**src/rtl/register_file.sv**
```systemverilog
// Architectural register file feeding the ALU A/B operands, including the packed
// byte operands used by the RED reduction unit.
// Two combinational read ports and one synchronous write port.
// Optional write-before-read bypass: a write is visible to reads in the same cycle.
// R0 is hardwired to zero.
//
// Ports:
//   clk       rising-edge clock
//   rst       synchronous reset, active-high; clears every register
//   SrcReg1   read port 1 index (ALU A)
//   SrcReg2   read port 2 index (ALU B)
//   DstReg    write port index
//   WriteReg  write enable
//   DstData   write data
//   SrcData1  read port 1 data (combinational)
//   SrcData2  read port 2 data (combinational)
module register_file #(
  parameter int unsigned DATA_W = 16,
  parameter int unsigned ADDR_W = 4,
  parameter bit          BYPASS = 1'b1
) (
  input  logic              clk,
  input  logic              rst,
  input  logic [ADDR_W-1:0] SrcReg1,
  input  logic [ADDR_W-1:0] SrcReg2,
  input  logic [ADDR_W-1:0] DstReg,
  input  logic              WriteReg,
  input  logic [DATA_W-1:0] DstData,
  output logic [DATA_W-1:0] SrcData1,
  output logic [DATA_W-1:0] SrcData2
);

  localparam int unsigned NREG = 1 << ADDR_W;

  logic [DATA_W-1:0] regs_q [NREG];
  logic [DATA_W-1:0] regs_d [NREG];
  logic              wr_en_c;

  // A write is effective only outside reset and never to R0.
  always_comb begin
    wr_en_c = (!rst) && WriteReg && (DstReg != '0);
  end

  // Next-state of the storage array; R0 is pinned to zero.
  always_comb begin
    regs_d = regs_q;
    if (wr_en_c) begin
      regs_d[DstReg] = DstData;
    end
    regs_d[0] = '0;
  end

  // Storage flops with synchronous reset; a write in the reset cycle is dropped.
  always_ff @(posedge clk) begin
    if (rst) begin
      for (int i = 0; i < int'(NREG); i++) begin
        regs_q[i] <= '0;
      end
    end else begin
      regs_q <= regs_d;
    end
  end

  // Read port 1: R0 forced to zero, then bypass, then stored value.
  always_comb begin
    SrcData1 = regs_q[SrcReg1];
    if (SrcReg1 == '0) begin
      SrcData1 = '0;
    end else if (BYPASS && wr_en_c && (SrcReg1 == DstReg)) begin
      SrcData1 = DstData;
    end
  end

  // Read port 2: evaluated independently of port 1.
  always_comb begin
    SrcData2 = regs_q[SrcReg2];
    if (SrcReg2 == '0) begin
      SrcData2 = '0;
    end else if (BYPASS && wr_en_c && (SrcReg2 == DstReg)) begin
      SrcData2 = DstData;
    end
  end

endmodule

```
**config.mk**
```make
export PLATFORM = sky130hd
export DESIGN_NAME = register_file
export DESIGN_NICKNAME = d
export VERILOG_FILES = /design/src/rtl/register_file.sv
export SDC_FILE = /design/constraint.sdc
export NUM_CORES = 1
export LEC_CHECK = 0
export CAP_MARGIN = 10
export CORE_MARGIN = 8
export CORE_UTILIZATION = 45
export CTS_BUF_LIST = sky130_fd_sc_hd__clkbuf_4
export CTS_CLUSTER_SIZE = 30
export DETAILED_ROUTE_END_ITERATION = 8
export PLACE_DENSITY = 0.69
export SYNTH_ARGS = -nofsm -noshare
export SYNTH_HDL_FRONTEND = slang
export SYNTH_SLANG_ARGS = --single-unit
```
**constraint.sdc**
```tcl
create_clock -name clk -period 4.8 [get_ports clk]
set_clock_uncertainty 0.05 [all_clocks]
set_input_delay 1.2 -clock clk [delete_from_list [all_inputs] [get_ports clk]]
set_output_delay 1.2 -clock clk [all_outputs]
set_load 0.01 [all_outputs]
```
* Word level (Yosys, flattened, before mapping)
Cells that the tools add are included.
** Cells by class
- Multiplexer cells :: 13
- Reductions and logical operators :: 9
- Bitwise gates (word level) :: 3
- Equal/unequal tests :: 2
- $lt $le $gt $ge :: 4
** Operator list (number)
- $bwmux 256 :: 1
- $mux 16 :: 9
- $bmux 16 s4 :: 2
- $demux 16 s4 :: 1
- $ge 5x5->1 const B :: 3
- $not 4->5 :: 3
- $eq 4x4->1 :: 2
- $logic_not 4->1 :: 2
- $logic_and 1x1->1 :: 5
- $lt 5x1->1 const B :: 1
- $reduce_bool 4->1 :: 1
- $logic_not 1->1 :: 1
** Storage, ports and cells
- Flip-flop bits (word level) :: 256
- Word-level logic and storage cells :: 47
- Input port bits :: 31
- Output and inout port bits :: 32

* Longest topological paths before layout
- Word-level depth :: 6
- Gate-level depth with buffers :: 8
- Gate-level depth less buffers :: 4

* Worst setup path before layout
OpenSTA, ideal clock, no wires.
- Path kind :: input-to-output
- From :: input DstReg[0]
- To :: output SrcData2[10]
- Path buffers :: 2
- Path slack :: 1034 ps
- Stages on the path :: 6
- Required time :: 3550 ps
- Arrival time :: 2516 ps
- Cells stage by stage :: buf_2 or4_1 nand3b_2 buf_2 nor3_1 a31oi_1
** On the way
- Longest elaborated chain between the ends :: 5
- Elaborated cells on any way between the ends :: 6
- Those cells by class :: 1 x eq/ne; 2 x mux; 3 x reduce/logical
** RTL lines
- start: declaration :: line 26 : input logic [ADDR_W-1:0] DstReg,
- $reduce_bool 4->1 :: line 41 : wr_en_c = (!rst) && WriteReg && (DstReg != '0);
- $logic_and 1x1->1 :: line 41
- $logic_and 1x1->1 * :: line 79 : end else if (BYPASS && wr_en_c && (SrcReg2 == DstReg)) begin
- $mux 16 * :: line 79
- $mux 16 * :: line 77 : if (SrcReg2 == '0) begin
- end: declaration :: line 30 : output logic [DATA_W-1:0] SrcData2
Every way passes the cells marked *; elsewhere a longest branch is shown, timed or not.

* Final worst setup path
- From :: input SrcReg1[3]
- To :: output SrcData1[15]
** On the way
- Longest elaborated chain between the ends :: 6
- Elaborated cells on any way between the ends :: 9
- Those cells by class :: 1 x eq/ne; 5 x mux; 1 x bitwise; 2 x reduce/logical
** RTL lines
- start: declaration :: line 24 : input logic [ADDR_W-1:0] SrcReg1,
- $not 4->5 (implied by the code) :: line 66 : SrcData1 = regs_q[SrcReg1];
- $bmux 16 s4 :: line 66
- $mux 16 (implied by the code) (2 in series) :: line 66
- $mux 16 :: line 69 : end else if (BYPASS && wr_en_c && (SrcReg1 == DstReg)) begin
- $mux 16 * :: line 67 : if (SrcReg1 == '0) begin
- end: declaration :: line 29 : output logic [DATA_W-1:0] SrcData1,
Every way passes the cells marked *; elsewhere a longest branch is shown, timed or not. The select of a mux whose other input is x is not followed.

==> impl_metrics.env <==
export IMPL_status="completed"
export IMPL_setup_viol=0
export IMPL_antenna_found_initial=1
export IMPL_wl_um=45400
export IMPL_p_int_w=0.00328
export IMPL_critPathKind="input pin to output port"
export IMPL_hold_end="regs_q[126]"
export IMPL_rr_worst_depth=2
export IMPL_regMostFlops="regs_q"
export IMPL_crit_chain="clkdlybuf4s50_1 > buf_6 > xnor2_1 > nand4_1 > or2_1 > buf_12 > a31oi_1 > clkdlybuf4s50_1"
export IMPL_coreArea_mm2=0.0285
export IMPL_yosys_register_bits=240
export IMPL_synth_compound_area_share_pct=17.8
export IMPL_critPathBufInv=4
export IMPL_ant_nets=0
export IMPL_netlist_area_mm2=0.0130
export IMPL_grt_pass1_vias=12302
export IMPL_synth_fp_nets=1653
export IMPL_power_total_w=0.00450
export IMPL_cts_tree="built"
export IMPL_ios=63
export IMPL_power_switching_w=0.00122
export IMPL_critPathLaunchType="input pin"
export IMPL_synth_top_area_share_pct=36.9
export IMPL_initialDrtViolationCount=1651
export IMPL_syn_area_per_cell_um2=8.02
export IMPL_vias=13055
export IMPL_syn_inst=1622
export IMPL_dr_pass1_iters=8
export IMPL_layout_drive_gt1_share_pct=15.6
export IMPL_critical_path_top_delay_family="buffers and inverters"
export IMPL_grt_start_max_net_pins=114
export IMPL_routabilityCongestion=0.989
export IMPL_synthMostInstantiatedCell="nand2_1"
export IMPL_sw_frac_of_total_pct=27.1
export IMPL_p_comb_share_pct=11.4
export IMPL_crit_fanout=16
export IMPL_fin_tns_setup_ns=0
export IMPL_cts_buffers=66
export IMPL_clkSinkCount=240
export IMPL_timing_final_hold_violations=0
export IMPL_power_density_mw_per_mm2=300
export IMPL_slew_headroom_pct=17.9
export IMPL_track_usage_pct=25.8
export IMPL_clk_pin_slew_ns=0.06
export IMPL_slew_violations=0
export IMPL_slowest_stage="clkdlybuf4s50_1"
export IMPL_fmax_mhz=210
export IMPL_synth_top_area_cell="dfxtp_1"
export IMPL_fin_nets=1703
export IMPL_arrival_ns=3.52
export IMPL_synthTopCellsByArea="dfxtp_1, mux2i_1, nand2_1"
export IMPL_crit_top_cell="clkdlybuf4s50_1"
export IMPL_dpl_hpwl_um=30600
export IMPL_vias_per_cell=6.22
export IMPL_r2r_start="regs_q[218]"
export IMPL_min_path_cells=2
export IMPL_reg2reg_slack_ns=4.04
export IMPL_synth_top_family_by_area="simple AND/OR/NAND/NOR gates"
export IMPL_leakage_nw=5.23
export IMPL_ys_top_cells_by_count="nand2_1, a21oi_1, dfxtp_1"
export IMPL_synth_mux_area_share_pct=17.9
export IMPL_rows=62
export IMPL_start_util_pct=45.6
export IMPL_finalCritPeriodShare_pct=99.3
export IMPL_synthSimpleGateAreaFrac_pct=20.0
export IMPL_ys_types=38
export IMPL_ys_warn_count=0
export IMPL_reg2reg_to="regs_q[218]"
export IMPL_synth_edf_count=0
export IMPL_syn_to_final_growth_pct=15.5
export IMPL_die_width_um=186
export IMPL_cts_root_buf="clkbuf_4"
export IMPL_clockBufferDepth=3
export IMPL_ir_worst_vdd_mv=0.149
export IMPL_critPathMaxStageDelay_ns=0.60
export IMPL_maxCapViolCount=0
export IMPL_largest_reg_flops=240
export IMPL_pwr_share_clk_pct=43.8
export IMPL_p_seq_share_pct=44.8
export IMPL_worstSkewPairLatency_ns=0.65
export IMPL_final_min_clock_period_ns=4.77
export IMPL_grt_setup_unrepaired="no"
export IMPL_synthFlopType="dfxtp_1"
export IMPL_hold_path_class="register to register"
export IMPL_gr_total_overflow=0
export IMPL_synth_xor_area_share_pct=0.539
export IMPL_die_area_mm2=0.0346
export IMPL_htree_levels=3
export IMPL_crit_required_ns=3.55
export IMPL_synth_fa_ha_area_share_pct=0
export IMPL_reg_largest_list="regs_q: 240 flops"
export IMPL_die_h_um=186
export IMPL_endpoint_kind="output port"
export IMPL_hp_start="regs_q[126]"
export IMPL_tightest_slew_ns=1.23
export IMPL_portBuffers=62
export IMPL_route_detailed_drc=0
export IMPL_async_flop_share_pct=0
export IMPL_wire_per_inst_um=21.6
export IMPL_ys_seq_area_share_pct=36.9
export IMPL_grt_pass1_wl_um=70000
[worst max path at each step]
stage,from,endpoint,slack (ns),cells after the start
2_1_floorplan,DstReg[0],SrcData2[10],1.03,6
3_3_place_gp,SrcReg1[3],SrcData1[7],-0.06,8
3_5_place_dp,SrcReg1[3],SrcData1[7],-0.08,8
4_1_cts,SrcReg1[3],SrcData1[5],0.005,8
5_1_grt,DstReg[3],SrcData2[6],0.002,8
6_report,SrcReg1[3],SrcData1[15],0.03,8
[worst reg2reg max path, stage by stage, from the launching register on]
cell	delay, ns
dfxtp_1	0.41
nand2_1	0.07
a21oi_1	0.15
[power by group through the flow]
stage | registers, W | logic [W] | clock network (W)
floorplan | 0.00206 | 0.000301 | 0
global placement | 0.00206 | 0.000502 | 0
detailed placement | 0.00206 | 0.000503 | 0
CTS | 0.00202 | 0.000503 | 0.00200
global route | 0.00202 | 0.000535 | 0.00211
finish | 0.00202 | 0.000515 | 0.00197
[routing by layer]
layer / vias to the layer above / wire [um] / GRT usage, % / part of all wire, %
li1: 5881 / - / - / -
met1: 6247 / 18700 / 34.9 / 41
met2: 796 / 20300 / 39.5 / 45
met3: 131 / 4850 / 5.82 / 11
met4: 0 / 1530 / 9.75 / 3.4
met5: - / 0 / 0 / 0
[cell usage in the layout, fill, tap and decap left out, types with 6 or more instances in the layout]
cell,count
a211oi_1,32
a21oi_1,240
a22oi_1,30
a31oi_1,30
buf_12,9
buf_2,6
buf_4,97
clkbuf_4,98
clkdlybuf4s50_1,42
clkinv_1,6
dfxtp_1,240
dlygate4sd2_1,8
mux2i_1,160
mux4_2,32
nand2_1,365
nand3_1,134
nor2_1,31
nor3_1,32
o211ai_1,30
o22ai_1,32
xnor2_1,8
[layout make-up]
class / count / area, um2
Clock buffer: 98 / 736
Sequential cell: 240 / 4800
Tap cell: 384 / 480
Multi-Input combinational cell: 1195 / 7360
Timing Repair Buffer: 169 / 1510
Antenna cell: 1 / 2.50
Clock inverter: 12 / 125
Fill cell: 2779 / 13500
[cell families after synthesis]
kind of cell | count (synthesis)
DFF | 240
xor gates and xnor gates | 8
muxes | 192
buffers and inverters | 187
AOI/OAI and AO/OA | 398
and+or+nand+nor | 597
[through the flow]
| stage | cell area (um2) | std cells | util [%] | hold WS [ns] | setup slack (ns) |
|---|---|---|---|---|---|
| 3_3_place_gp | 14100 | 1987 | 49.4 | 0.399 | -0.0581 |
| 2_1_floorplan | 13000 | 1622 | - | 0.393 | 1.03 |
| 4_1_cts | 15000 | 2098 | 52.5 | 0.417 | 0.00497 |
| 5_1_grt | 15000 | 2099 | 52.6 | 0.435 | 0.00202 |
| 3_5_place_dp | 14100 | 1987 | 49.4 | 0.408 | -0.0754 |
| 6_report | 15000 | 2099 | 52.6 | 0.417 | 0.0321 |
[timing repair]
| item | CTS | global route |
|---|---|---|
| pin swaps | 0 | 0 |
| buffers inserted | 1 | 0 |
| hold buffers | 0 | 0 |
| setup endpoints to repair | 14 | 7 |
| gates resized for setup | 12 | 9 |
Power figures use the tool's default switching activity.
